### config.mk
export PLATFORM = sky130hd
export DESIGN_NAME = serial_subtractor
export DESIGN_NICKNAME = d
export VERILOG_FILES = /design/src/rtl/serial_subtractor.sv
export SDC_FILE = /design/constraint.sdc
export NUM_CORES = 1
export LEC_CHECK = 0
export ABC_AREA = 0
export CELL_PAD_IN_SITES_DETAIL_PLACEMENT = 1
export CELL_PAD_IN_SITES_GLOBAL_PLACEMENT = 1
export CORE_UTILIZATION = 39
export CTS_BUF_LIST = sky130_fd_sc_hd__clkbuf_4
export DETAILED_ROUTE_END_ITERATION = 12
export PLACE_DENSITY_LB_ADDON = 0.1
export SETUP_SLACK_MARGIN = 0.5
export SLEW_MARGIN = 20
export SYNTH_ARGS = -nofsm -noshare
export SYNTH_HDL_FRONTEND = slang
export SYNTH_SLANG_ARGS = --single-unit
### constraint.sdc
create_clock -name i_clk -period 1.7 [get_ports i_clk]
set_clock_uncertainty 0.05 [all_clocks]
set_input_delay 0.17 -clock i_clk [delete_from_list [all_inputs] [get_ports i_clk]]
set_output_delay 0.17 -clock i_clk [all_outputs]
set_load 0.05 [all_outputs]
### src/rtl/serial_subtractor.sv
// rtl/serial_subtractor.sv - bit-serial N-bit subtractor, D = A - B, LSB first
//
// Purpose:
//   Computes D = (A - B) mod 2^WIDTH with a single full-subtractor cell.
//   One operand bit pair is consumed per clock, LSB first, and the borrow
//   is carried between bits in a flip-flop. A complete operation occupies
//   WIDTH+2 cycles: the accept edge, WIDTH shift edges, and the edge that
//   leaves the one-cycle DONE state.
//
// Parameters:
//   WIDTH      operand/result width in bits (>= 2)
//
// Ports:
//   i_clk      system clock, rising edge
//   i_rst      synchronous active-high reset (wins over i_start)
//   i_start    operation request, sampled only while idle
//   i_a        minuend, captured on the accepting edge
//   i_b        subtrahend, captured on the accepting edge
//   o_busy     high while operand bits are being processed
//   o_done     one-cycle completion pulse
//   o_d        registered difference, held until the next completion
//   o_bo       final borrow (1 iff A < B unsigned), held with o_d
//   o_ovf      two's-complement overflow, held with o_d
//              (present only when SUB_OVF_FLAG_EN is defined)
//
// Build option:
//   SUB_OVF_FLAG_EN  adds the o_ovf port and the operand-MSB latches

module serial_subtractor #(
  parameter int WIDTH = 8
) (
  input  logic             i_clk,
  input  logic             i_rst,
  input  logic             i_start,
  input  logic [WIDTH-1:0] i_a,
  input  logic [WIDTH-1:0] i_b,
  output logic             o_busy,
  output logic             o_done,
  output logic [WIDTH-1:0] o_d,
  output logic             o_bo
`ifdef SUB_OVF_FLAG_EN
  ,
  output logic             o_ovf
`endif
);

  localparam int CW = (WIDTH > 2) ? $clog2(WIDTH) : 1;
  localparam logic [CW-1:0] LAST_BIT = CW'(WIDTH - 1);

  typedef enum logic [1:0] {
    ST_IDLE  = 2'd0,
    ST_SHIFT = 2'd1,
    ST_DONE  = 2'd2
  } state_t;

  state_t r_state;
  state_t w_state_next;

  // Operand shift registers, borrow flip-flop and bit counter
  logic [WIDTH-1:0] r_ra;
  logic [WIDTH-1:0] r_rb;
  logic             r_borrow;
  logic [CW-1:0]    r_count;

  // Partial result: only the WIDTH-1 already-computed bits are stored; the
  // bit produced on the final edge goes straight into the output register.
  logic [WIDTH-2:0] r_res;

  // Output holding registers; only updated on the completion edge so
  // intermediate bits never appear on o_d.
  logic [WIDTH-1:0] r_d;
  logic             r_bo;

`ifdef SUB_OVF_FLAG_EN
  logic             r_a_msb;
  logic             r_b_msb;
  logic             r_ovf;
`endif

  logic             w_accept;
  logic             w_last;
  logic             w_bit_a;
  logic             w_bit_b;
  logic             w_diff_bit;
  logic             w_borrow_next;
  logic [WIDTH-1:0] w_res_next;

  // Full-subtractor cell on the current LSBs
  assign w_bit_a       = r_ra[0];
  assign w_bit_b       = r_rb[0];
  assign w_diff_bit    = w_bit_a ^ w_bit_b ^ r_borrow;
  assign w_borrow_next = (~w_bit_a & w_bit_b) | (~(w_bit_a ^ w_bit_b) & r_borrow);

  // New bit enters at the MSB so after WIDTH shifts bit 0 sits at bit 0
  assign w_res_next    = {w_diff_bit, r_res};

  // ---------------------------------------------------------------------
  // FSM state register
  // ---------------------------------------------------------------------
  always_ff @(posedge i_clk) begin
    if (i_rst) begin
      r_state <= ST_IDLE;
    end else begin
      r_state <= w_state_next;
    end
  end

  // ---------------------------------------------------------------------
  // FSM next-state and decoded outputs
  // ---------------------------------------------------------------------
  always_comb begin
    w_state_next = r_state;
    o_busy       = 1'b0;
    o_done       = 1'b0;
    w_accept     = 1'b0;
    w_last       = 1'b0;

    case (r_state)
      ST_IDLE: begin
        if (i_start) begin
          w_accept     = 1'b1;
          w_state_next = ST_SHIFT;
        end
      end

      ST_SHIFT: begin
        o_busy = 1'b1;
        if (r_count == LAST_BIT) begin
          w_last       = 1'b1;
          w_state_next = ST_DONE;
        end
      end

      ST_DONE: begin
        o_done       = 1'b1;
        w_state_next = ST_IDLE;
      end

      default: begin
        w_state_next = ST_IDLE;
      end
    endcase
  end

  // ---------------------------------------------------------------------
  // Serial datapath
  // ---------------------------------------------------------------------
  always_ff @(posedge i_clk) begin
    if (i_rst) begin
      r_ra     <= '0;
      r_rb     <= '0;
      r_borrow <= 1'b0;
      r_count  <= '0;
      r_res    <= '0;
      r_d      <= '0;
      r_bo     <= 1'b0;
`ifdef SUB_OVF_FLAG_EN
      r_a_msb  <= 1'b0;
      r_b_msb  <= 1'b0;
      r_ovf    <= 1'b0;
`endif
    end else if (w_accept) begin
      r_ra     <= i_a;
      r_rb     <= i_b;
      r_borrow <= 1'b0;
      r_count  <= '0;
`ifdef SUB_OVF_FLAG_EN
      // Sign bits are kept aside because the operand registers are shifted
      // away before the final bit is known.
      r_a_msb  <= i_a[WIDTH-1];
      r_b_msb  <= i_b[WIDTH-1];
`endif
    end else if (o_busy) begin
      r_ra     <= r_ra >> 1;
      r_rb     <= r_rb >> 1;
      r_borrow <= w_borrow_next;
      r_res    <= w_res_next[WIDTH-1:1];
      r_count  <= r_count + CW'(1);
      if (w_last) begin
        r_d   <= w_res_next;
        r_bo  <= w_borrow_next;
`ifdef SUB_OVF_FLAG_EN
        // Overflow only when operand signs differ and the result sign
        // disagrees with the minuend.
        r_ovf <= (r_a_msb != r_b_msb) && (w_res_next[WIDTH-1] != r_a_msb);
`endif
      end
    end
  end

  assign o_d   = r_d;
  assign o_bo  = r_bo;
`ifdef SUB_OVF_FLAG_EN
  assign o_ovf = r_ovf;
`endif

endmodule

### After elaboration in Yosys (flattened, before gate mapping)

Cells that the tools add are included.

* bits in registers: 38
* bits in latches: 0
* memory bits (writable): 0
* bits in read-only memories: 0
* bits of input ports: 19
* output and inout bits: 11
* memories kept: 0

* add/sub/neg operators: 1
* multipliers: 0
* divide/modulo/power cells: 0
* $lt $le $gt $ge: 0
* equality and inequality tests: 5
* shifts and indexed selects: 0
* multiplexer cells: 13
* bitwise operators: 8
* reductions and logical operators: 6

Operators by type and width (number)
* 2-to-1 mux 8 bit: 4
* 2-to-1 mux 1 bit: 6
* 2-to-1 mux 2 bit: 2
* != test 2 bit (second input constant): 2
* case mux 2 bit (2 select lines): 1
* AND reduction 2 bit: 2
* adder 3 x 1 -> 3 bit (second input constant): 1
* == test 3 bit (second input constant): 1
* inverter 1 bit: 3
* AND reduction 3 bit: 1
* AND 1 bit: 2
* == test 2 x 1 -> 1 bit (second input constant): 1
* == test 2 bit (second input constant): 1
* logical NOT 2 bit: 1
* nonzero test 2 bit: 1
* OR reduction 2 bit: 1
* bitwise XOR 1 bit: 2
* bitwise OR 1 bit: 1

### Longest topological paths before layout

* word-level depth: 4
* gate-level depth with buffers: 6
* depth with buffers taken out: 5

### Worst setup path before layout

Ideal clock, no wire load.

* path kind: reg-to-reg
* start: register r_state[0]
* end: register r_ra[0]
* library setup time: 119 ps
* data arrival time: 1238 ps
* required time: 1531 ps
* path slack: 293 ps
* cell stages (with the launch flop): 7
* buffers on the path: 3
* period minus slack after synthesis: 1407 ps
* path through: dfxtp_1 > buf_6 > or3b_1 > buf_2 > buf_6 > o221ai_1 > nor2_1

* cells in the longest elaborated chain, start to end: 3

RTL lines
* start: declaration: line 56 `state_t r_state;`
* start signal: assignment: line 104 `r_state <= w_state_next;`
* == test 2 x 1 -> 1 bit or logical NOT 2 bit (tied branches): line 118 `case (r_state)`
* 2-to-1 mux 1 bit: line 118
* nonzero test 2 bit (no source line) or 2-to-1 mux 8 bit (tied branches)
* end signal: assignment: line 163 `r_ra <= i_a;`
* end signal: assignment: line 174 `r_ra <= r_ra >> 1;`
* end: declaration: line 60 `logic [WIDTH-1:0] r_ra;`

Parallel ways exist; a longest one is shown, timed or not.
A chain may end at the register's enable or synchronous reset.

### Worst setup path in the final report

* start: register r_borrow
* end: register r_d[7], in the netlist o_d[7]

* cells in the longest elaborated chain, start to end: 1

RTL lines
* start: declaration: line 62 `logic r_borrow;`
* start signal: assignment: line 176 `r_borrow <= w_borrow_next;`
* bitwise XOR 1 bit: line 91 `assign w_diff_bit = w_bit_a ^ w_bit_b ^ r_borrow;`
* via w_diff_bit: line 84 `logic w_diff_bit;`
* end signal: assignment: line 180 `r_d <= w_res_next;`
* end: declaration: line 71 `logic [WIDTH-1:0] r_d;`

The timed path passes the listed nets, and every way through them passes these cells.

==> summary.txt <==
Status
  – Run status: finished clean

Timing
  – Slew HR: between 70 and 80%
  – Slew Viols, Final: 0
  – RSZ-0062 raised after global routing: true
  – Least-Margin Pin Slew: between 0.3 and 0.4 ns
  – Worst hold margin: 0.359 ns
  – Final min period: 1.47 ns
  – Period utilisation layout: about 86%
  – Setup Total Neg Slack: 0 ns
  – Fmax: just under 0.7 GHz
  – Setup violators final: 0
  – Fin. Hold Viols: 0

Logic synthesis
  – Synth Area per Inst: between 8 and 9 µm²
  – Syn. warnings: 0
  – Synthesized cell area: around 0.0015 mm²
  – Syn Nets: around 190
  – Post-synthesis cell type count: 25
  – Yosys reg bits: 38
  – Syn Inst Count: 170
  – Seq/Total Area, Yosys: about half

Detailed routing
  – Antenna-violating nets left: 0
  – Residual DRC: 0
  – Wire length on met3: 141 µm
  – Vias: ~1500
  – Drt first pass iters: 4
  – Post-Route M1 WL: about 2.1 mm
  – Uppermost layer routed: met4
  – Vias/cell: approximately 5.6
  – Starting DRT DRC Count: 61
  – WL final: 5.27 mm
  – Routed wl met2: between 2 and 3 mm
  – WL per Instance: between 20 and 25 µm

Global route
  – Number of global-route vias before repair: approximately 1400
  – First-pass GRT wire length: roughly 7.1 mm
  – Total track usage: 22.9%
  – Initial antenna violation count: 0
  – Pin count of the biggest net entering global routing: 25
  – Congestion Overflow GR: 0

Placement
  – DP Wirelength: about 2.6 mm
  – Placed insts: ~240
  – Placer Congestion: around 0.75
  – Buffers on Ports: 29

Final layout
  – Nets@finish: approximately 240
  – Fraction of layout cells with a size suffix above 1: 43.7%
  – Util after Layout: 67.5%
  – Filler Cell Count: approximately 390
  – Area grow syn2layout: 58.4%
  – Antenna diodes: 0
  – Most common cell after layout, fill and taps aside: dfxtp_1
  – Final Non-Filler Cells: approximately 260
  – Most frequent cells in the layout: dfxtp_1 (34), nor2_1 (31), buf_4 (20), clkdlybuf4s50_1 (18), a21oi_2 (13)

Power and ir drop
  – P_sw: roughly 0.50 mW
  – Combinational power share: between 10% and 20%
  – Tot Pwr: between 1.5 and 2 mW
  – Leakage: roughly 0.9 nW
  – Clock power frac: a little over a quarter
  – Cell Int Power: 1.27 mW
  – Sw frac: about 28%
  – Flop pwr share: between 50% and 60%
  – Worst VDD drop: 0.000416 V
  – Power Dens Cells: roughly 760 mW/mm²

Clock tree
  – CTS tree: built
  – H-tree levels: 2
  – Clk sinks: 38
  – Clk root buf: clkbuf_4
  – Clock Tree Buf Depth: 2
  – Num CTS Buffers: 5
  – CTS clk-pin slew, worst paths: between 0.1 and 0.15 ns
  – Worst skew pair latency: between 0.3 and 0.4 ns

Worst setup path
  – Critical Path End Type: flip-flop
  – R2R depth: 4
  – Crit-path max FO: 2
  – R2R setup slack: approximately 0.23 ns
  – Setup CP Type: reg -> reg
  – Sequence of cells on the critical path: inv_1 -> fa_2 -> nand3_1 -> a21oi_1
  – Worst r2r src: r_borrow
  – Worst Setup Start Kind: flip-flop
  – Slowest stage cell, crit path: fa_2
  – Reg2reg end: o_d[7]
  – Max stage delay on crit path: between 0.5 and 0.6 ns
  – Worst Path Required: slightly below 2 ns
  – Critical Path AT: 1.70 ns

Min path
  – Hold depth: 3
  – Worst min path class: in -> reg
  – Worst Hold End: r_ra[7]
  – Worst Hold Launch: i_a[7]

Die
  – Row cnt: 21
  – Initial Util: 42.6%
  – Die Height: between 60 and 70 µm
  – Die width: approximately 64 µm
  – Die area: roughly 0.0040 mm²
  – I/O pin count: 30
  – Placeable Area: roughly 0.0035 mm²

Flow run
  – Max Cap Viol: 0
## sequential cells by signal, indices dropped and copies added (netlist names)
register  count
o_bo          1
r_borrow      1
r_ra          8
r_rb          8
o_d           8
r_count       3
r_res         7
r_state       2
## area by class of cell
type | count | area [µm²] | share of cell area, %
timing repair buffer | 50 | 539 | 23.0
clock inverter | 2 | 8.76 | 0.374
tap | 46 | 57.6 | 2.46
inverter | 4 | 17.5 | 0.748
sequential | 38 | 771 | 32.9
multi-input combinational | 115 | 902 | 38.5
clock buffer | 6 | 45.0 | 1.92
## worst max path at each step
stage	start	end	slack, ns	depth (start not counted)
after CTS	r_state[1]	o_busy	0.30	4
after global placement	i_start	r_ra[6]	0.05	5
after global routing	r_borrow	o_d[7]	0.21	4
after detailed placement	i_start	r_ra[6]	0.01	5
final	r_borrow	o_d[7]	0.23	4
after floorplan	r_state[0]	r_ra[0]	0.35	6
## metal layers
layer / track usage, % / up-vias
li1: - / 680
met1: 27.4 / 730
met2: 40.0 / 30
met3: 4.89 / 14
met4: 7.95 / 0
met5: 0 / -
## what timing repair did
item,in CTS,in global routing
endpoints found under the setup margin,38,37
setup buffers,5,3
gates resized for setup,28,45
gates cloned,2,1
hold buffers,0,0
pin swaps,8,21
## critical path: cells and delay by family, from the launching register on
| kind | cells | cell delay [ns] |
|---|---|---|
| compound gates | 1 | 0.21 |
| fa+ha+maj | 1 | 0.58 |
| buf+inv | 1 | 0.06 |
| flops | 1 | 0.36 |
| simple gates | 1 | 0.14 |
## cells by family after synthesis
family,share of synthesized area (%)
flip-flops,51.5
adder cells (fa/ha/maj),3.05
multiplexers,0.677
AND/OR/NAND/NOR,19.8
AO/OA/AOI/OAI,19.3
buffers and inverters,5.67
## power groups by stage
stage | sequential, mW | clock (mW) | combinational [mW]
3_3_place_gp | 0.978 | 0 | 0.215
6_report | 0.967 | 0.471 | 0.331
3_5_place_dp | 0.981 | 0 | 0.226
5_1_grt | 0.971 | 0.519 | 0.353
2_1_floorplan | 0.971 | 0 | 0.146
4_1_cts | 0.961 | 0.469 | 0.263
## cells in the mapped netlist
| cell | count | area share, % |
|---|---|---|
| o21ai_0 | 2 | 0.68 |
| nand2b_1 | 1 | 0.42 |
| dfxtp_1 | 38 | 51 |
| or3b_1 | 1 | 0.59 |
| buf_2 | 4 | 1.4 |
| inv_1 | 4 | 1.0 |
| a2bb2oi_1 | 1 | 0.59 |
| mux2i_1 | 1 | 0.68 |
| o221ai_1 | 14 | 8.3 |
| a311oi_1 | 1 | 0.59 |
| nand3b_1 | 3 | 1.5 |
| nor2b_1 | 2 | 0.85 |
| o21ba_2 | 1 | 0.68 |
| nand3_1 | 8 | 2.7 |
| ha_1 | 2 | 1.7 |
| a21oi_1 | 19 | 6.4 |
| buf_6 | 2 | 1.5 |
| fa_1 | 1 | 1.4 |
| clkbuf_1 | 6 | 1.5 |
| a211oi_1 | 1 | 0.51 |
| nor2_1 | 32 | 8.1 |
| o21bai_1 | 1 | 0.51 |
| buf_1 | 1 | 0.25 |
| nand2_1 | 22 | 5.6 |
| a22oi_1 | 2 | 1.0 |
## per-stage QoR
stage	instance area, µm²	setup WS [ns]
5_1_grt	2340	0.208
3_3_place_gp	1890	0.0537
6_report	2340	0.233
2_1_floorplan	1560	0.349
3_5_place_dp	1890	0.0108
4_1_cts	2120	0.299
No activity file was read; power rests on OpenSTA's default activity.
